**src/rtl/itcm_arb.sv**
```systemverilog
// ITCM arbiter: shares one combinational-read ITCM port between the IFU fetch
// channel and the LSU data-read channel, with one response slot, LSU priority
// and a bounded IFU starvation window.
module itcm_arb #(
    parameter int unsigned AW         = 32,
    parameter int unsigned DW         = 32,
    parameter int unsigned ITCM_BYTES = 4096,
    parameter int unsigned STARVE_MAX = 3
) (
    input  logic          clk,
    input  logic          rst_n,

    input  logic          ifu_req_vld,
    output logic          ifu_req_rdy,
    input  logic [AW-1:0] ifu_req_addr,
    output logic          ifu_rsp_vld,
    input  logic          ifu_rsp_rdy,
    output logic [DW-1:0] ifu_rsp_rdata,
    output logic          ifu_rsp_err,
    input  logic          ifu_flush,

    input  logic          lsu_req_vld,
    output logic          lsu_req_rdy,
    input  logic [AW-1:0] lsu_req_addr,
    output logic          lsu_rsp_vld,
    input  logic          lsu_rsp_rdy,
    output logic [DW-1:0] lsu_rsp_rdata,
    output logic          lsu_rsp_err,

    output logic [AW-1:0] itcm_addr,
    input  logic [DW-1:0] itcm_rdata,

    output logic          busy
);

    // Starvation counter is 4 bits wide, enough for the 1..15 window.
    localparam int unsigned   CW       = 4;
    localparam logic [AW-1:0] LP_LIMIT = AW'(ITCM_BYTES);
    localparam logic [CW-1:0] LP_SMAX  = CW'(STARVE_MAX);

    typedef enum logic [1:0] {
        ST_IDLE    = 2'd0,
        ST_RSP_IFU = 2'd1,
        ST_RSP_LSU = 2'd2
    } state_t;

    state_t        r_state;
    logic [DW-1:0] r_rdata;
    logic          r_err;
    logic [CW-1:0] r_starve;

    logic          w_ifu_accept;
    logic          w_lsu_accept;
    logic          w_flush_drop;
    logic          w_slot_free;
    logic          w_ifu_cand;
    logic          w_ifu_win;
    logic          w_lsu_win;
    logic          w_ifu_addr_err;
    logic          w_lsu_addr_err;
    logic          w_grant_err;
    logic [AW-1:0] w_grant_addr;

    // Slot release, arbitration and address decode for the current cycle.
    always_comb begin
        w_ifu_accept   = 1'b0;
        w_lsu_accept   = 1'b0;
        w_flush_drop   = 1'b0;
        w_slot_free    = 1'b0;
        w_ifu_cand     = 1'b0;
        w_ifu_win      = 1'b0;
        w_lsu_win      = 1'b0;
        w_ifu_addr_err = 1'b0;
        w_lsu_addr_err = 1'b0;
        w_grant_err    = 1'b0;
        w_grant_addr   = '0;

        w_ifu_accept = (r_state == ST_RSP_IFU) & ifu_rsp_rdy;
        w_lsu_accept = (r_state == ST_RSP_LSU) & lsu_rsp_rdy;
        w_flush_drop = (r_state == ST_RSP_IFU) & ifu_flush;

        // Nothing is granted while reset is held.
        w_slot_free = rst_n & ((r_state == ST_IDLE) | w_ifu_accept |
                               w_lsu_accept | w_flush_drop);

        // A flushing IFU never handshakes; its slot falls through to the LSU.
        w_ifu_cand = ifu_req_vld & ~ifu_flush;
        w_ifu_win  = w_slot_free & w_ifu_cand &
                     ((r_starve == LP_SMAX) | ~lsu_req_vld);
        w_lsu_win  = w_slot_free & lsu_req_vld & ~w_ifu_win;

        // IFU fetches are halfword aligned, LSU reads are word aligned.
        w_ifu_addr_err = (ifu_req_addr >= LP_LIMIT) | ifu_req_addr[0];
        w_lsu_addr_err = (lsu_req_addr >= LP_LIMIT) |
                         (lsu_req_addr[1:0] != 2'b00);

        if (w_ifu_win) begin
            w_grant_addr = ifu_req_addr;
            w_grant_err  = w_ifu_addr_err;
        end else if (w_lsu_win) begin
            w_grant_addr = lsu_req_addr;
            w_grant_err  = w_lsu_addr_err;
        end
    end

    // State, response register and starvation counter.
    always_ff @(posedge clk) begin
        if (!rst_n) begin
            r_state  <= ST_IDLE;
            r_rdata  <= '0;
            r_err    <= 1'b0;
            r_starve <= '0;
        end else begin
            if (w_ifu_win) begin
                r_state <= ST_RSP_IFU;
                r_rdata <= w_grant_err ? '0 : itcm_rdata;
                r_err   <= w_grant_err;
            end else if (w_lsu_win) begin
                r_state <= ST_RSP_LSU;
                r_rdata <= w_grant_err ? '0 : itcm_rdata;
                r_err   <= w_grant_err;
            end else if (w_slot_free) begin
                r_state <= ST_IDLE;
            end

            if (w_ifu_win || !ifu_req_vld) begin
                r_starve <= '0;
            end else if (w_lsu_win && (r_starve != LP_SMAX)) begin
                r_starve <= r_starve + CW'(1);
            end
        end
    end

    // Output mapping; the response side comes straight from registers.
    always_comb begin
        ifu_req_rdy   = w_ifu_win;
        lsu_req_rdy   = w_lsu_win;
        itcm_addr     = w_grant_addr;
        ifu_rsp_vld   = (r_state == ST_RSP_IFU);
        lsu_rsp_vld   = (r_state == ST_RSP_LSU);
        ifu_rsp_rdata = r_rdata;
        lsu_rsp_rdata = r_rdata;
        ifu_rsp_err   = r_err;
        lsu_rsp_err   = r_err;
        busy          = (r_state != ST_IDLE);
    end

endmodule

```
**config.mk**
```make
export PLATFORM = sky130hd
export DESIGN_NAME = itcm_arb
export DESIGN_NICKNAME = d
export VERILOG_FILES = /design/src/rtl/itcm_arb.sv
export SDC_FILE = /design/constraint.sdc
export NUM_CORES = 1
export LEC_CHECK = 0
export ABC_AREA = 0
export CORE_ASPECT_RATIO = 0.5
export CORE_UTILIZATION = 28
export CTS_CLUSTER_SIZE = 24
export DETAILED_ROUTE_END_ITERATION = 6
export PLACE_DENSITY = 0.77
export SLEW_MARGIN = 20
export SYNTH_ARGS = -nofsm -noshare
export SYNTH_HDL_FRONTEND = slang
export SYNTH_SLANG_ARGS = --single-unit
```
**constraint.sdc**
```tcl
create_clock -name clk -period 2 [get_ports clk]
set_input_delay 0.4 -clock clk [delete_from_list [all_inputs] [get_ports clk]]
set_output_delay 0.4 -clock clk [all_outputs]
set_load 0.005 [all_outputs]
```
==> flow_summary.toml, run 1 <==
[outcome]
outcome = "complete, but fails checks"
violations = "negative setup slack"

[clock_tree]
cts_sinks = 39
htree_levels = 2
cts_inserted_buffers = 5
root_buffer = "clkbuf_16"
cts_max_path_buffers = 2
clk_pin_slew_ns = 0.06
insertion_delay_ns = 0.28
cts_tree = "built"
cts_hold_buf = 0

[finish]
final_common_cell = "clkdlybuf4s50_1"
fin_nets = 618
n_antenna_cell = 0
area_growth_pct = 126
multi_input_area_um2 = 1190
drive_gt1_share_pct = 28.9
final_cell_mix = "154 x clkdlybuf4s50_1, 67 x nand2_1, 53 x buf_4"
final_util_pct = 66.7
seq_area_um2 = 783
fin_cells = 623
nFillCells = 535
final_cell_area_um2 = 4970

[worst_setup_path]
critPathCaptureType = "primary output"
timing.rr.end = "ifu_rsp_rdata[19]$_SDFFE_PN0P_"
reg2reg_depth = 12
critPathMaxStageDelay_ns = 0.40
crit_path_top_delay_cell = "or3b_4"
regToRegSetupSlack_ns = -0.32
worstPathMaxFanout = 4
critPathArrivalTime_ns = 2.27
r2r_start = "r_starve[1]$_SDFFE_PP0P_"
critPathLaunchType = "flop"
critical_path_class = "reg -> out"
required_ns = 1.60
path_cells = "ha_4 > or3b_4 > o211ai_1 > inv_2 > buf_4 > buf_6 > buf_16 > a22o_1 > buf_2"

[timing]
drv_slew = 0
fin_crit_sh_pct = 133
rsz0062_at_grt = "true"
max_slew_margin_pct = 79.0
setup_viol = 67
holdWs_ns = 0.464
worst_slack_ns = -0.667
fin_crit_ns = 2.67
timing.fmax_mhz = 375
hold_viol = 0
finClkSkew_ns = 0.00477
worst_pin_slew_ns = 0.314

[yosys]
synth_top_cell_area_share_pct = 35.4
synth_area_leaders = "dfxtp_1 35%, a22o_1 13%, nand2_1 12%, buf_4 11%, a21oi_1 6.6%"
synthAdderAreaFrac_pct = 0.568
yosys.area.top_type = "dfxtp_1"
synthSimpleGateAreaFrac_pct = 21.2
syn_area_um2 = 2200
synth_compound_area_share_pct = 25.2
syn-num-nets = 375
post_synth_xor_area_fraction_pct = 1.19
synth_top_family_by_area = "compound AO/OA/AOI/OAI gates"
yosysSeqAreaShare_pct = 35.4
syn_area_per_cell_um2 = 8.13
yosys_warnings = 0
synthMuxAreaShare_pct = 0.454
syn-instance-count = 271
synth_seq_cells = 39
synth.distinct_cells = 36

[detailed_routing]
drc_errors = 0
postRouteAntennaNets = 0
vias_per_cell = 4.92
initialDrtViolationCount = 253
wl_per_cell_um = 17.4
num_vias = 3063
drtPass1Iterations = 4
wl_mm = 10.8

[floorplanning]
pin_count = 206
dieHeight_um = 64.7
rows = 22
start_util_pct = 29.5
die_w_um = 127
dieArea_um2 = 8250
core-area_um2 = 7460

[placement]
dp_hpwl_mm = 6.56
placed_cells = 583
place.gp.congestion = 0.900
port_buffers = 205
dpl_cell_area_um2 = 4490

[min_path]
hold_depth = 2
min_to = "ifu_rsp_rdata[1]$_SDFFE_PN0P_"
hp-class = "reg -> reg"
worstHoldStart = "ifu_rsp_rdata[1]$_SDFFE_PN0P_"

[global_route]
grt.overflow.total = 0
grt_usage_pct = 24.0
antenna_found_initial = 0
grt_max_degree = 30
grt_pass1_vias = 2972
grt_pass1_wl_mm = 15.3

[pwr]
power.density_nw_per_um2 = 518
max-vdd-ir-drop_mv = 0.405
leakage_uw = 0.00209

[job]
maxCapViolations = 0
cells by family (layout without fill, tap and decap cells):
| family | Yosys count | count (layout) |
|---|---|---|
| flops | 39 | 39 |
| mux | 1 | 1 |
| buf+inv | 52 | 296 |
| compound gates | 74 | 74 |
| fa+ha+maj | 1 | 1 |
| xor+xnor | 3 | 3 |
| simple gates | 101 | 101 |
synthesized netlist by cell type (all sizes together):
library cell	instances
nand2	68
buf	45
dfxtp	39
a21oi	34
a22o	32
nor4	9
nor2	6
inv	4
nand4	4
nor2b	4
clkbuf	3
o211ai	3
or4	2
xor2	2
and2	1
and3	1
ha	1
mux2i	1
nand2b	1
nand3	1
nor3	1
o21a	1
o21ai	1
o221ai	1
o22a	1
o32ai	1
or2	1
or2b	1
or3b	1
xnor2	1
worst max path at each step:
stage                                        start            end  slack [ns]  cells after the start
after floorplan           r_starve[1]$_SDFFE_PP0P_  itcm_addr[23]       0.006                      6
after global placement                       rst_n  itcm_addr[24]       -0.89                      8
after detailed placement                     rst_n  itcm_addr[24]       -0.91                      8
after CTS                 r_starve[0]$_SDFFE_PP0P_   itcm_addr[3]       -0.64                      9
after global routing      r_starve[1]$_SDFFE_PP0P_   itcm_addr[3]       -0.72                      9
final                     r_starve[1]$_SDFFE_PP0P_  itcm_addr[16]       -0.67                      9
stage by stage:
stage | power [uW] | setup slack [ns] | setup TNS [ns]
after CTS | 2540 | -0.643 | -18.49
after global routing | 2670 | -0.718 | -31.35
after global placement | 1680 | -0.885 | -37.82
after detailed placement | 1690 | -0.912 | -39.67
final | 2580 | -0.667 | -28.16
after floorplan | 1150 | 0.00630 | 0
state kept, by name, indices dropped and copies added (netlist names):
name and count:
ifu_rsp_err 1, ifu_rsp_rdata 32, r_starve 4, r_state 2
layout make-up:
| type | instances | share of cell area (%) |
|---|---|---|
| Tap cell | 108 | 2.72 |
| Timing Repair Buffer | 284 | 54.6 |
| Clock inverter | 1 | 0.101 |
| Multi-Input combinational cell | 180 | 23.8 |
| Inverter | 4 | 0.352 |
| Clock buffer | 7 | 2.67 |
| Sequential cell | 39 | 15.7 |
repair_timing:
action	CTS	global route
buffers inserted	20	10
setup endpoints to repair	63	67
pin swaps	19	14
gates cloned	7	1
resized for setup	184	16
layer usage:
layer | part of all wire [%] | wire [um] | vias up | track usage (%)
li1 | - | - | 1412 | -
met1 | 41 | 4410 | 1454 | 29.4
met2 | 50 | 5400 | 162 | 43.4
met3 | 5.8 | 632 | 35 | 4.13
met4 | 3.5 | 380 | 0 | 6.85
met5 | 0 | 0 | - | 0
report_power, final:
group	switching [uW]	leakage, uW	internal [uW]
Combinational	361	0.00170	594
Clock	307	0.0000679	461
Sequential	34.8	0.000319	818
Total	702	0.00209	1870
critical path, delay by kind of cell, from the launching register on:
kind,cells,cell delay (ns)
buf+inv,5,0.65
simple gates,1,0.40
compound gates,2,0.46
fa+ha+maj,1,0.13
flops,1,0.35
Power figures use the tool's default switching activity.
==> inputs of run 2 (changes only) <==
--- a/config.mk
+++ b/config.mk
@@ -11,6 +11,7 @@
 export CTS_CLUSTER_SIZE = 24
 export DETAILED_ROUTE_END_ITERATION = 6
 export PLACE_DENSITY = 0.77
+export RECOVER_POWER = 25
 export SLEW_MARGIN = 20
 export SYNTH_ARGS = -nofsm -noshare
 export SYNTH_HDL_FRONTEND = slang
==> run 2 against run 1 <==
  * The flow still finishes with violations (negative setup slack)
  * Flip-flop and latch count stayed put
  * Via count hardly changed
  * Final cell count stayed put
  * Utilization stayed put
  * Design area stayed put
  * Sequential power hardly changed
  * Die area stayed put
  * Maximum frequency is 0.16% higher
  * Count of clock-buffer cells in the layout stayed put
  * Global-route usage stayed put
  * Critical path type unchanged
  * Non-clock buffer count stayed put
==> flow_summary.toml, run 2 (synthesis results as in run 1) <==
[detailed_routing]
top_layer = "met4"
postRouteAntennaNets = 0
drtPass1Iterations = 5
dr_wl_met2_mm = 5.41
num_vias = 3065
drt-met1-wl_mm = 4.43
initialDrtViolationCount = 247
wl_per_cell_um = 17.4
drc_errors = 0
vias_per_cell = 4.92
wl_met3_um = 588
wl_mm = 10.8

[finish]
largest_reg_flops = 32
nFillCells = 535
n_antenna_cell = 0
area_growth_pct = 126
drive_gt1_share_pct = 28.9
fin_nets = 618
final_cell_mix = "136 x clkdlybuf4s50_1, 67 x nand2_1, 53 x buf_4"
final_common_cell = "clkdlybuf4s50_1"
final_util_pct = 66.7

[worst_setup_path]
worst-path-stages = 9
critPathBufInv = 5
critPathCaptureType = "primary output"
crit_path_top_delay_cell = "or3b_4"
critPathLaunchType = "flop"
r2r_start = "r_starve[1]$_SDFFE_PP0P_"
required_ns = 1.60
regToRegSetupSlack_ns = -0.33
critPathTopFamily = "buffers and inverters"
critPathLaunch = "r_starve[1]$_SDFFE_PP0P_"
timing.rr.end = "ifu_rsp_rdata[19]$_SDFFE_PN0P_"
reg2reg_depth = 12
endpoint = "itcm_addr[16]"
path_cells = "ha_4 > or3b_4 > o211ai_1 > inv_2 > buf_4 > buf_6 > buf_16 > a22o_1 > buf_2"
critical_path_class = "reg -> out"
critPathMaxStageDelay_ns = 0.40
critPathArrivalTime_ns = 2.26
worstPathMaxFanout = 4

[timing]
timing.fmax_mhz = 376
fin_crit_ns = 2.66
rsz0062_at_grt = "true"
fin_crit_sh_pct = 133
finClkSkew_ns = 0.00504
max_slew_margin_pct = 79.1
setup_viol = 67
worst_pin_slew_ns = 0.314
drv_slew = 0
worst_slack_ns = -0.663
hold_viol = 0
tns_ns = -28.12

[global_route]
grt.overflow.total = 0
grt_pass1_wl_mm = 15.3
grt_pass1_vias = 2972
grt_usage_pct = 24.0
grt_max_degree = 30
antenna_found_initial = 0

[pwr]
pwr-share-comb_pct = 36.8
p_seq_share_pct = 33.1
max-vdd-ir-drop_mv = 0.405
power.density_nw_per_um2 = 517
leakage_uw = 0.00214
p_sw_uw = 705
p_sw_share_pct = 27.4
internal_power_uw = 1870
pwr-share-clk_pct = 30.0

[floorplanning]
die_w_um = 127
pin_count = 206
dieHeight_um = 64.7
rows = 22
start_util_pct = 29.5
core-area_um2 = 7460
dieArea_um2 = 8250

[placement]
dp_hpwl_mm = 6.56
place.gp.congestion = 0.900
port_buffers = 205

[job]
maxCapViolations = 0

[clock_tree]
cts_hold_buf = 0
clk_pin_slew_ns = 0.06
cts_max_path_buffers = 2
insertion_delay_ns = 0.28
cts_sinks = 39
cts_inserted_buffers = 5
htree_levels = 2
cts_tree = "built"
root_buffer = "clkbuf_16"

[min_path]
hp-class = "reg -> reg"
worstHoldStart = "ifu_rsp_rdata[1]$_SDFFE_PN0P_"

[outcome]
violations = "negative setup slack"
outcome = "complete, but fails checks"
run 2: changes by cell type in the layout (fill, tap and decap cells not counted):
| cell | change |
|---|---|
| clkdlybuf4s50_1 | -18 |
| dlygate4sd3_1 | +18 |
run 2: area by class of cell:
cell class,instances,area (um^2),area share (%)
clock buffer,7,133,2.67
clock inverter,1,5.00,0.101
inverter,4,17.5,0.352
multi-input combinational,180,1190,23.8
sequential,39,783,15.7
tap,108,135,2.72
timing repair buffer,284,2720,54.6
run 2: power by group through the flow:
| stage | clock, uW | sequential (uW) | combinational, uW |
|---|---|---|---|
| global placement | 0 | 866 | 816 |
| floorplan | 0 | 866 | 285 |
| global route | 812 | 856 | 998 |
| finish | 772 | 852 | 947 |
| detailed placement | 0 | 868 | 824 |
| CTS | 766 | 852 | 926 |
run 2: worst min path at each step:
stage	end	depth (start not counted)	slack, ns
CTS	ifu_rsp_rdata[1]$_SDFFE_PN0P_	2	0.47
finish	ifu_rsp_rdata[1]$_SDFFE_PN0P_	2	0.46
global route	ifu_rsp_rdata[10]$_SDFFE_PN0P_	2	0.48
detailed placement	ifu_rsp_rdata[1]$_SDFFE_PN0P_	2	0.46
floorplan	ifu_rsp_rdata[0]$_SDFFE_PN0P_	2	0.46
global placement	ifu_rsp_rdata[2]$_SDFFE_PN0P_	2	0.46
run 2: through the flow:
| stage | instances | instance area, um^2 | worst slack [ns] | hold WS, ns | power [uW] |
|---|---|---|---|---|---|
| floorplan | 271 | 2240 | 0.00630 | 0.463 | 1150 |
| global placement | 583 | 4490 | -0.885 | 0.455 | 1680 |
| detailed placement | 583 | 4490 | -0.912 | 0.463 | 1690 |
| CTS | 617 | 4930 | -0.643 | 0.466 | 2540 |
| global route | 623 | 4970 | -0.718 | 0.477 | 2670 |
| finish | 623 | 4970 | -0.663 | 0.457 | 2570 |
run 2: layer usage:
| metal | global-route usage [%] | vias to the layer above |
|---|---|---|
| met1 | 29.4 | 1468 |
| li1 | - | 1412 |
| met3 | 4.13 | 35 |
| met4 | 6.85 | 0 |
| met2 | 43.4 | 150 |
| met5 | 0 | - |
run 2: repair_timing:
item | CTS | global route
setup endpoints to repair | 63 | 67
gates cloned | 7 | 1
pin swaps | 19 | 14
resized for setup | 184 | 16
setup buffers | 20 | 10
run 2: worst reg2reg max path, delay by kind of cell (launching register included):
kind | cells | cell delay (ns)
simple gates | 3 | 0.56
flops | 1 | 0.35
buf+inv | 6 | 0.83
compound gates | 2 | 0.35
fa+ha+maj | 1 | 0.13
